$ cat config.mk
export PLATFORM = sky130hd
export DESIGN_NAME = fetch_stage
export DESIGN_NICKNAME = d
export VERILOG_FILES = /design/src/rtl/riscv_pkg.sv /design/src/rtl/fetch_hold_reg.sv /design/src/rtl/fetch_stage.sv
export SDC_FILE = /design/constraint.sdc
export NUM_CORES = 1
export LEC_CHECK = 0
export BUFFER_PORTS_ARGS = -buffer_cell sky130_fd_sc_hd__buf_2
export CAP_MARGIN = 20
export CORE_MARGIN = 1.5
export CORE_UTILIZATION = 25
export CTS_CLUSTER_SIZE = 25
export DETAILED_ROUTE_END_ITERATION = 6
export HOLD_SLACK_MARGIN = 0.05
export MAX_ROUTING_LAYER = met4
export PLACE_DENSITY = 0.48
export SLEW_MARGIN = 20
export SYNTH_ARGS = -nofsm -noshare
export SYNTH_HDL_FRONTEND = slang
export SYNTH_SLANG_ARGS = --single-unit
$ cat constraint.sdc
create_clock -name clk -period 5.6 [get_ports clk]
set_input_delay 1.4 -clock clk [delete_from_list [all_inputs] [get_ports clk]]
set_output_delay 1.4 -clock clk [all_outputs]
set_load 0.1 [all_outputs]
$ cat src/rtl/riscv_pkg.sv
// Shared RV32I definitions for the front end.
// Holds the base opcode constants that downstream decode and the immediate
// sign-extender key on, the canonical NOP word, and the fetch FSM state type.
package riscv_pkg;

    localparam logic [6:0] OPC_OP_IMM = 7'b0010011;
    localparam logic [6:0] OPC_LUI    = 7'b0110111;
    localparam logic [6:0] OPC_AUIPC  = 7'b0010111;
    localparam logic [6:0] OPC_LOAD   = 7'b0000011;
    localparam logic [6:0] OPC_STORE  = 7'b0100011;
    localparam logic [6:0] OPC_BRANCH = 7'b1100011;
    localparam logic [6:0] OPC_JAL    = 7'b1101111;
    localparam logic [6:0] OPC_JALR   = 7'b1100111;
    localparam logic [6:0] OPC_SYSTEM = 7'b1110011;

    // addi x0, x0, 0
    localparam logic [31:0] NOP_INSTR = 32'h0000_0013;

    typedef enum logic [1:0] {
        FETCH = 2'd0,
        WAIT  = 2'd1,
        HOLD  = 2'd2
    } fetch_state_t;

endpackage

$ cat src/rtl/fetch_hold_reg.sv
// One-entry skid buffer for a fetched {instr, pc} pair. It catches a memory
// response that arrives while decode is stalled with the output already full.
// Ports:
//   clk, rst_n        clock, synchronous active-low reset
//   load              capture instr_in/pc_in and mark the entry valid
//   clear             empty the entry (wins over load)
//   instr_in, pc_in   data to capture
//   valid, instr, pc  current entry contents
module fetch_hold_reg (
    input  logic        clk,
    input  logic        rst_n,
    input  logic        load,
    input  logic        clear,
    input  logic [31:0] instr_in,
    input  logic [31:0] pc_in,
    output logic        valid,
    output logic [31:0] instr,
    output logic [31:0] pc
);

    always_ff @(posedge clk) begin
        if (!rst_n) begin
            valid <= 1'b0;
            instr <= '0;
            pc    <= '0;
        end else if (clear) begin
            valid <= 1'b0;
        end else if (load) begin
            valid <= 1'b1;
            instr <= instr_in;
            pc    <= pc_in;
        end
    end

endmodule

$ cat src/rtl/fetch_stage.sv
// Instruction-fetch stage of the 3-stage RV32I pipeline.
// Owns the PC, keeps at most one instruction-memory request outstanding,
// buffers one instruction against decode stalls, and flushes on redirects.
// Ports:
//   clk, rst_n                        clock, synchronous active-low reset
//   imem_req_valid/ready, imem_addr   fetch request handshake (word aligned)
//   imem_rsp_valid, imem_rsp_data     in-order response, one per request
//   de_stall                          decode cannot accept; if_* held
//   redirect_valid, redirect_pc       execute-stage redirect, flushes stage
//   if_valid, if_instr, if_pc,
//   if_pc_plus4, if_opcode,
//   if_imm12, if_imm20                registered instruction to decode
//
// state | meaning
// FETCH | request for pc is offered to memory
// WAIT  | one request outstanding; drop_q marks its response as stale
// HOLD  | response parked in the hold reg until decode frees the output
module fetch_stage #(
    parameter logic [31:0] RESET_PC  = 32'h0000_0000,
    parameter logic [31:0] NOP_INSTR = riscv_pkg::NOP_INSTR
) (
    input  logic        clk,
    input  logic        rst_n,
    output logic        imem_req_valid,
    input  logic        imem_req_ready,
    output logic [31:0] imem_addr,
    input  logic        imem_rsp_valid,
    input  logic [31:0] imem_rsp_data,
    input  logic        de_stall,
    input  logic        redirect_valid,
    input  logic [31:0] redirect_pc,
    output logic        if_valid,
    output logic [31:0] if_instr,
    output logic [31:0] if_pc,
    output logic [31:0] if_pc_plus4,
    output logic [6:0]  if_opcode,
    output logic [11:0] if_imm12,
    output logic [19:0] if_imm20
);

    import riscv_pkg::*;

    fetch_state_t state_q, state_d;
    logic [31:0]  pc_q, pc_d;
    logic         drop_q, drop_d;

    logic         out_valid_q;
    logic [31:0]  out_instr_q;
    logic [31:0]  out_pc_q;

    logic         out_free;
    logic         out_load;
    logic [31:0]  load_instr;
    logic [31:0]  load_pc;

    logic         hold_load;
    logic         hold_clear;
    logic         hold_valid;
    logic [31:0]  hold_instr;
    logic [31:0]  hold_pc;

    fetch_hold_reg u_hold (
        .clk      (clk),
        .rst_n    (rst_n),
        .load     (hold_load),
        .clear    (hold_clear),
        .instr_in (imem_rsp_data),
        .pc_in    (pc_q),
        .valid    (hold_valid),
        .instr    (hold_instr),
        .pc       (hold_pc)
    );

    // A bubble on the output may be overwritten even while decode stalls.
    assign out_free = !out_valid_q || !de_stall;

    always_comb begin
        state_d    = state_q;
        pc_d       = pc_q;
        drop_d     = drop_q;
        out_load   = 1'b0;
        load_instr = imem_rsp_data;
        load_pc    = pc_q;
        hold_load  = 1'b0;
        hold_clear = 1'b0;

        case (state_q)
            FETCH: begin
                // A redirect coinciding with acceptance makes the in-flight
                // request stale; its response must be swallowed in WAIT.
                if (imem_req_ready) begin
                    state_d = WAIT;
                    drop_d  = redirect_valid;
                end
            end
            WAIT: begin
                if (imem_rsp_valid) begin
                    state_d = FETCH;
                    drop_d  = 1'b0;
                    if (!redirect_valid && !drop_q) begin
                        pc_d = pc_q + 32'd4;
                        if (out_free) begin
                            out_load = 1'b1;
                        end else begin
                            hold_load = 1'b1;
                            state_d   = HOLD;
                        end
                    end
                end else if (redirect_valid) begin
                    drop_d = 1'b1;
                end
            end
            HOLD: begin
                if (redirect_valid) begin
                    state_d = FETCH;
                end else if (hold_valid && !de_stall) begin
                    out_load   = 1'b1;
                    load_instr = hold_instr;
                    load_pc    = hold_pc;
                    hold_clear = 1'b1;
                    state_d    = FETCH;
                end
            end
            default: state_d = FETCH;
        endcase

        if (redirect_valid) begin
            pc_d       = redirect_pc & ~32'd3;
            hold_clear = 1'b1;
        end
    end

    always_ff @(posedge clk) begin
        if (!rst_n) begin
            state_q     <= FETCH;
            pc_q        <= RESET_PC & ~32'd3;
            drop_q      <= 1'b0;
            out_valid_q <= 1'b0;
            out_instr_q <= NOP_INSTR;
            out_pc_q    <= '0;
        end else begin
            state_q <= state_d;
            pc_q    <= pc_d;
            drop_q  <= drop_d;
            if (redirect_valid) begin
                out_valid_q <= 1'b0;
                out_instr_q <= NOP_INSTR;
            end else if (out_load) begin
                out_valid_q <= 1'b1;
                out_instr_q <= load_instr;
                out_pc_q    <= load_pc;
            end else if (!de_stall) begin
                out_valid_q <= 1'b0;
                out_instr_q <= NOP_INSTR;
            end
        end
    end

    assign imem_req_valid = rst_n && (state_q == FETCH);
    assign imem_addr      = pc_q;

    assign if_valid    = out_valid_q;
    assign if_instr    = out_instr_q;
    assign if_pc       = out_pc_q;
    assign if_pc_plus4 = out_pc_q + 32'd4;
    assign if_opcode   = out_instr_q[6:0];
    assign if_imm12    = out_instr_q[31:20];
    assign if_imm20    = out_instr_q[31:12];

endmodule

After elaboration in Yosys (flattened, before gate mapping)
Index checks and enable logic that the tools add are counted.
- ROM bits: 0
- latch bits: 0
- memories kept: 0
- memory bits (writable): 0
- input port bits: 70
- register bits after elaboration: 165
- output and inout port bits: 169
- bitwise gates (word level): 3
- add/subtract/negate cells: 2
- shifts and indexed selects: 0
- divide/modulo/power cells: 0
- magnitude comparators: 0
- reduce and logical (&&, ||, !) cells: 21
- mux-type cells: 35
- equality and inequality tests: 7
- multipliers: 0
- operators with widths (operator ; number):
    two-way mux 32 bit ; 10
    adder 32 x 3 -> 32 bit, second input constant ; 2
    two-way mux 1 bit ; 16
    two-way mux 2 bit ; 6
    AND reduction 3 bit ; 4
    nonzero test 2 bit ; 4
    inequality test 3 bit, second input constant ; 2
    case mux 2 bit (3 select lines) ; 1
    logical NOT 1 bit ; 4
    inequality test 2 bit, second input constant ; 2
    case mux 1 bit (2 select lines) ; 2
    AND reduction 2 bit ; 2
    OR reduction 2 bit ; 2
    logical AND 1 bit ; 3
    NOT 1 bit ; 3
    == test 2 x 1 -> 1 bit, second input constant ; 1
    == test 2 bit, second input constant ; 1
    logical NOT 2 bit ; 1
    inequality test 2 x 1 -> 1 bit, second input constant ; 1
    logical OR 1 bit ; 1

Depth between registers and ports, before layout
- depth after elaboration: 7
- mapped depth: 8
- depth with buffers taken out: 6

Cells and area by module
Synthesis repeated with hierarchy kept, for this count alone.
- cells, all modules: 1010
- area, all modules: 8892.3 µm²
- by module, submodules not included (module ; area each (µm²) ; cells an instance ; seq. area each (µm²) ; times used):
    fetch_stage ; 6231.0 ; 729 ; 1961.9 ; 1
    fetch_hold_reg ; 2661.3 ; 281 ; 1301.2 ; 1

Least setup slack after synthesis
No wires, ideal clock.
- path kind: reg-to-output
- start: reg out_pc_q[2] (netlist: if_pc[2])
- end: out if_pc_plus4[28]
- setup slack: 287 ps
- arrival: 3913 ps
- path buffers: 0
- data required time: 4200 ps
- cell stages (with the launch flop): 6
- path through: dfxtp_1 ha_1 nand3_1 nor3_1 nand4_1 xnor2_1
- longest elaborated chain between the ends: 1
- RTL lines (element ; RTL line ; text):
    start: declaration ; fetch_stage.sv:49 ; logic [31:0] out_pc_q;
    start signal: assignment ; fetch_stage.sv:151 ; out_pc_q <= load_pc;
    adder 32 x 3 -> 32 bit ; fetch_stage.sv:165 ; assign if_pc_plus4 = out_pc_q + 32'd4;
    end: declaration ; fetch_stage.sv:35 ; output logic [31:0] if_pc_plus4,
Every way passes these cells.

Worst setup path in the final report
- start: reg out_pc_q[9] (netlist: if_pc[9])
- end: out if_pc_plus4[28]
The elaborated chain is that of the path after synthesis.

==> results.yml <==
synth:
  synth_edf_count: 0
  synth_top_family_by_area: "simple AND/OR/NAND/NOR gates"
  synth_simple_gate_area_share_pct: 19.7
  synth-xor-area-share_pct: 3.66
  synth_fa_ha_area_share_pct: 0.924
  ys_seq_elements: 159
  synth.area.top_cells: "dfxtp_1 39%, a21oi_1 7.9%, nand2_1 6.7%"
  mappedNetlistArea_sq_um: 8130
  avgSynthCellArea_sq_um: 8.24
  yosys.area.top_type: "dfxtp_1"
  async_reset_ff_share_pct: 0
  synth_cell_types: 52
  ys_seq_area_share_pct: 39.2
  synth_flop_cell: "dfxtp_1"
  syn-instance-count: 986
  synth_compound_area_share_pct: 19.3
  synth_warnings: 0
  synth.top_cell.area_share_pct: 39.2
  synthMuxAreaShare_pct: 8.59
cts:
  root_buffer: "clkbuf_16"
  cts_hold_buf: 0
  cts_tree: "yes"
  h-tree-depth: 4
  clk_path_buf_depth: 2
  postCtsSetupBuffers: 0
  insertion_delay_ps: 430
  cts_resized: 0
  clock-sinks: 159
  cts_buffers: 17
  cts.clk_slew.worst_paths_ps: 60
floorplan:
  core_area_sq_um: 31800
  initial_core_util_pct: 25.6
  io_pins: 239
  die_w_microns: 183
  die_h_microns: 183
  core.rowCount: 65
  die_area_sq_um: 33600
sta:
  drv_slew: 0
  worst_clock_skew_ps: 11.5
  hold_viol: 0
  rsz0062_at_grt: "no"
  maxSlewHeadroom_pct: 30.6
  whs_ps: 449
  fin_crit_ps: 4370
  tightest_slew_ps: 1040
  tns_ps: 0
  setup_violations: 0
  max_freq_mhz: 229
  fin_crit_sh_pct: 78.1
critical_path:
  worstPathArrival_ps: 2970
  crit_required_ps: 4200
  cp_max_fo: 9
  end_kind: "output pin"
  critPathLaunch: "if_pc[9]$_SDFFE_PN0P_"
  worstSetupPathType: "register to output pin"
  cp_num_buf_inv: 1
  path_depth: 5
  ff2ff_path_depth: 7
  rrSetupSlack_ps: 2780
  cpPeakStageDelay_ps: 890
  cp_slowest_cell: "nor4_2"
  critPathTopFamily: "simple AND/OR/NAND/NOR gates"
  cp-start-kind: "register"
  path_cells: "nand3_1 > nor4_2 > nand4_1 > xnor2_1 > buf_2"
  r2r-start: "state_q[1]$_SDFFE_PN0P_"
final_layout:
  seqCellArea_sq_um: 3180
  final_common_cell: "buf_2"
  fin_nets: 1206
  multi_input_area_sq_um: 4300
  final_cell_mix: "230 x buf_2, 159 x dfxtp_1, 145 x nand2_1"
  area_delta_synth_final_pct: 21.9
  fillers: 3385
  drive_above_1_share_pct: 27.4
min_path:
  worstHoldStart: "u_hold.instr[27]$_SDFFE_PN0P_"
  hp-class: "register to register"
  hold_depth: 2
global_route:
  grt_pass1_vias: 6850
  grt_max_degree: 99
  globalRouteTotalUtil_pct: 16.2
  overflow: 0
  grt_pass1_wl_mm: 40.8
  antenna_found_initial: 1
routing:
  postRouteAntennaNets: 0
  dr.pass1.iters: 7
  remaining_drc_errors: 0
  wl_mm: 26.7
  dr.first_iter.drc_count: 468
  vias_per_cell: 4.84
  dr_total_vias: 7637
  drt-wirelength-per-cell_microns: 16.9
pwr:
  ir_drop_uv: 198
  p_leak_nw: 3.98
  powerDensity_nw_per_um2: 283
placed_design:
  port_buffers: 230
  gp_congestion: 0.794
  hpwlAfterDp_mm: 18.0
flow_run:
  cap_violations: 0
status:
  status: "completed"
-- worst paths after layout --
kind | to
setup reg to reg | if_pc[21]$_SDFFE_PN0P_
setup / recovery | if_pc_plus4[28]
hold / removal | u_hold.instr[27]$_SDFFE_PN0P_
hold reg to reg | u_hold.instr[27]$_SDFFE_PN0P_
-- sequential cells by signal (all words and copies together), names as in the netlist --
signal,cells
if_pc,30
drop_q,1
u_hold.instr,32
imem_addr,30
if_valid,1
state_q,2
if_instr,32
u_hold.valid,1
u_hold.pc,30
-- synth_stat cells (2+ instances only) --
cell type  number
a211oi_1       34
a21o_1          3
a21oi_1       129
a311oi_1        4
a31oi_1        11
a32oi_1         2
and2_1          6
and3_1         11
and4_1         11
buf_1           4
buf_2           6
buf_4          45
clkbuf_1       70
dfxtp_1       159
ha_1            6
inv_1          11
mux2_2         30
mux2i_1        36
nand2_1       145
nand2b_1        2
nand3_1        62
nand4_1        19
nor2_1         16
nor2b_1         5
nor3_1          8
nor3b_1         4
nor4_1          3
nor4_2          2
o211ai_1       31
o21ai_0        32
o31ai_1         9
or3_1           6
or4_1          13
xnor2_1        27
xor2_1          7
-- tightest hold or removal path, delay by kind of cell (launching register included) --
kind | cells | cell delay, ps
DFF | 1 | 300
AOI/OAI and AO/OA | 1 | 50
and+or+nand+nor | 1 | 50
-- stage by stage --
| stage | util, % | cells | power [mW] | setup WS [ps] | area (sq um) |
|---|---|---|---|---|---|
| 4_1_cts | 31.1 | 1576 | 2.84 | 1180 | 9900 |
| 6_report | 31.1 | 1578 | 2.80 | 1230 | 9900 |
| 3_5_place_dp | 29.4 | 1546 | 1.70 | 1650 | 9340 |
| 2_1_floorplan | - | 991 | 1.58 | 287 | 8150 |
| 5_1_grt | 31.1 | 1577 | 2.91 | 960 | 9900 |
| 3_3_place_gp | 29.4 | 1546 | 1.69 | 1650 | 9340 |
-- kinds of logic after synthesis --
group,Yosys count
AO/OA/AOI/OAI,263
other,1
AND/OR/NAND/NOR,320
flip-flops,159
multiplexers,66
XOR/XNOR,34
buffers and inverters,137
adder cells (fa/ha/maj),6
-- cell type report --
type	instances	share of cell area, %
diodes	2	0.0505
clock inverters	7	0.884
well taps	435	5.50
clock buffers	23	4.72
repair buffers	246	12.9
multi-input cells	695	43.4
flip-flops and latches	159	32.1
inverters	11	0.430
-- per-layer routing --
layer  up-vias  wire length, microns  track usage (%)  part of all wire, %
met5         -                     0                -                    0
met4         0                   230             4.39                 0.86
met3        12                  1060             2.42                  3.9
met2       218                 12100             23.8                   45
met1      3627                 13400             22.9                   50
li1       3780                     -                -                    -
-- where the power goes --
part / switching [mW] / internal (mW) / total [mW] / leakage (nW)
Clock: 0.463 / 0.672 / 1.14 / 0.273
Sequential: 0.0497 / 1.15 / 1.20 / 1.29
Combinational: 0.371 / 0.0937 / 0.465 / 2.41
Total: 0.884 / 1.92 / 2.80 / 3.98
Power figures use the tool's default switching activity.
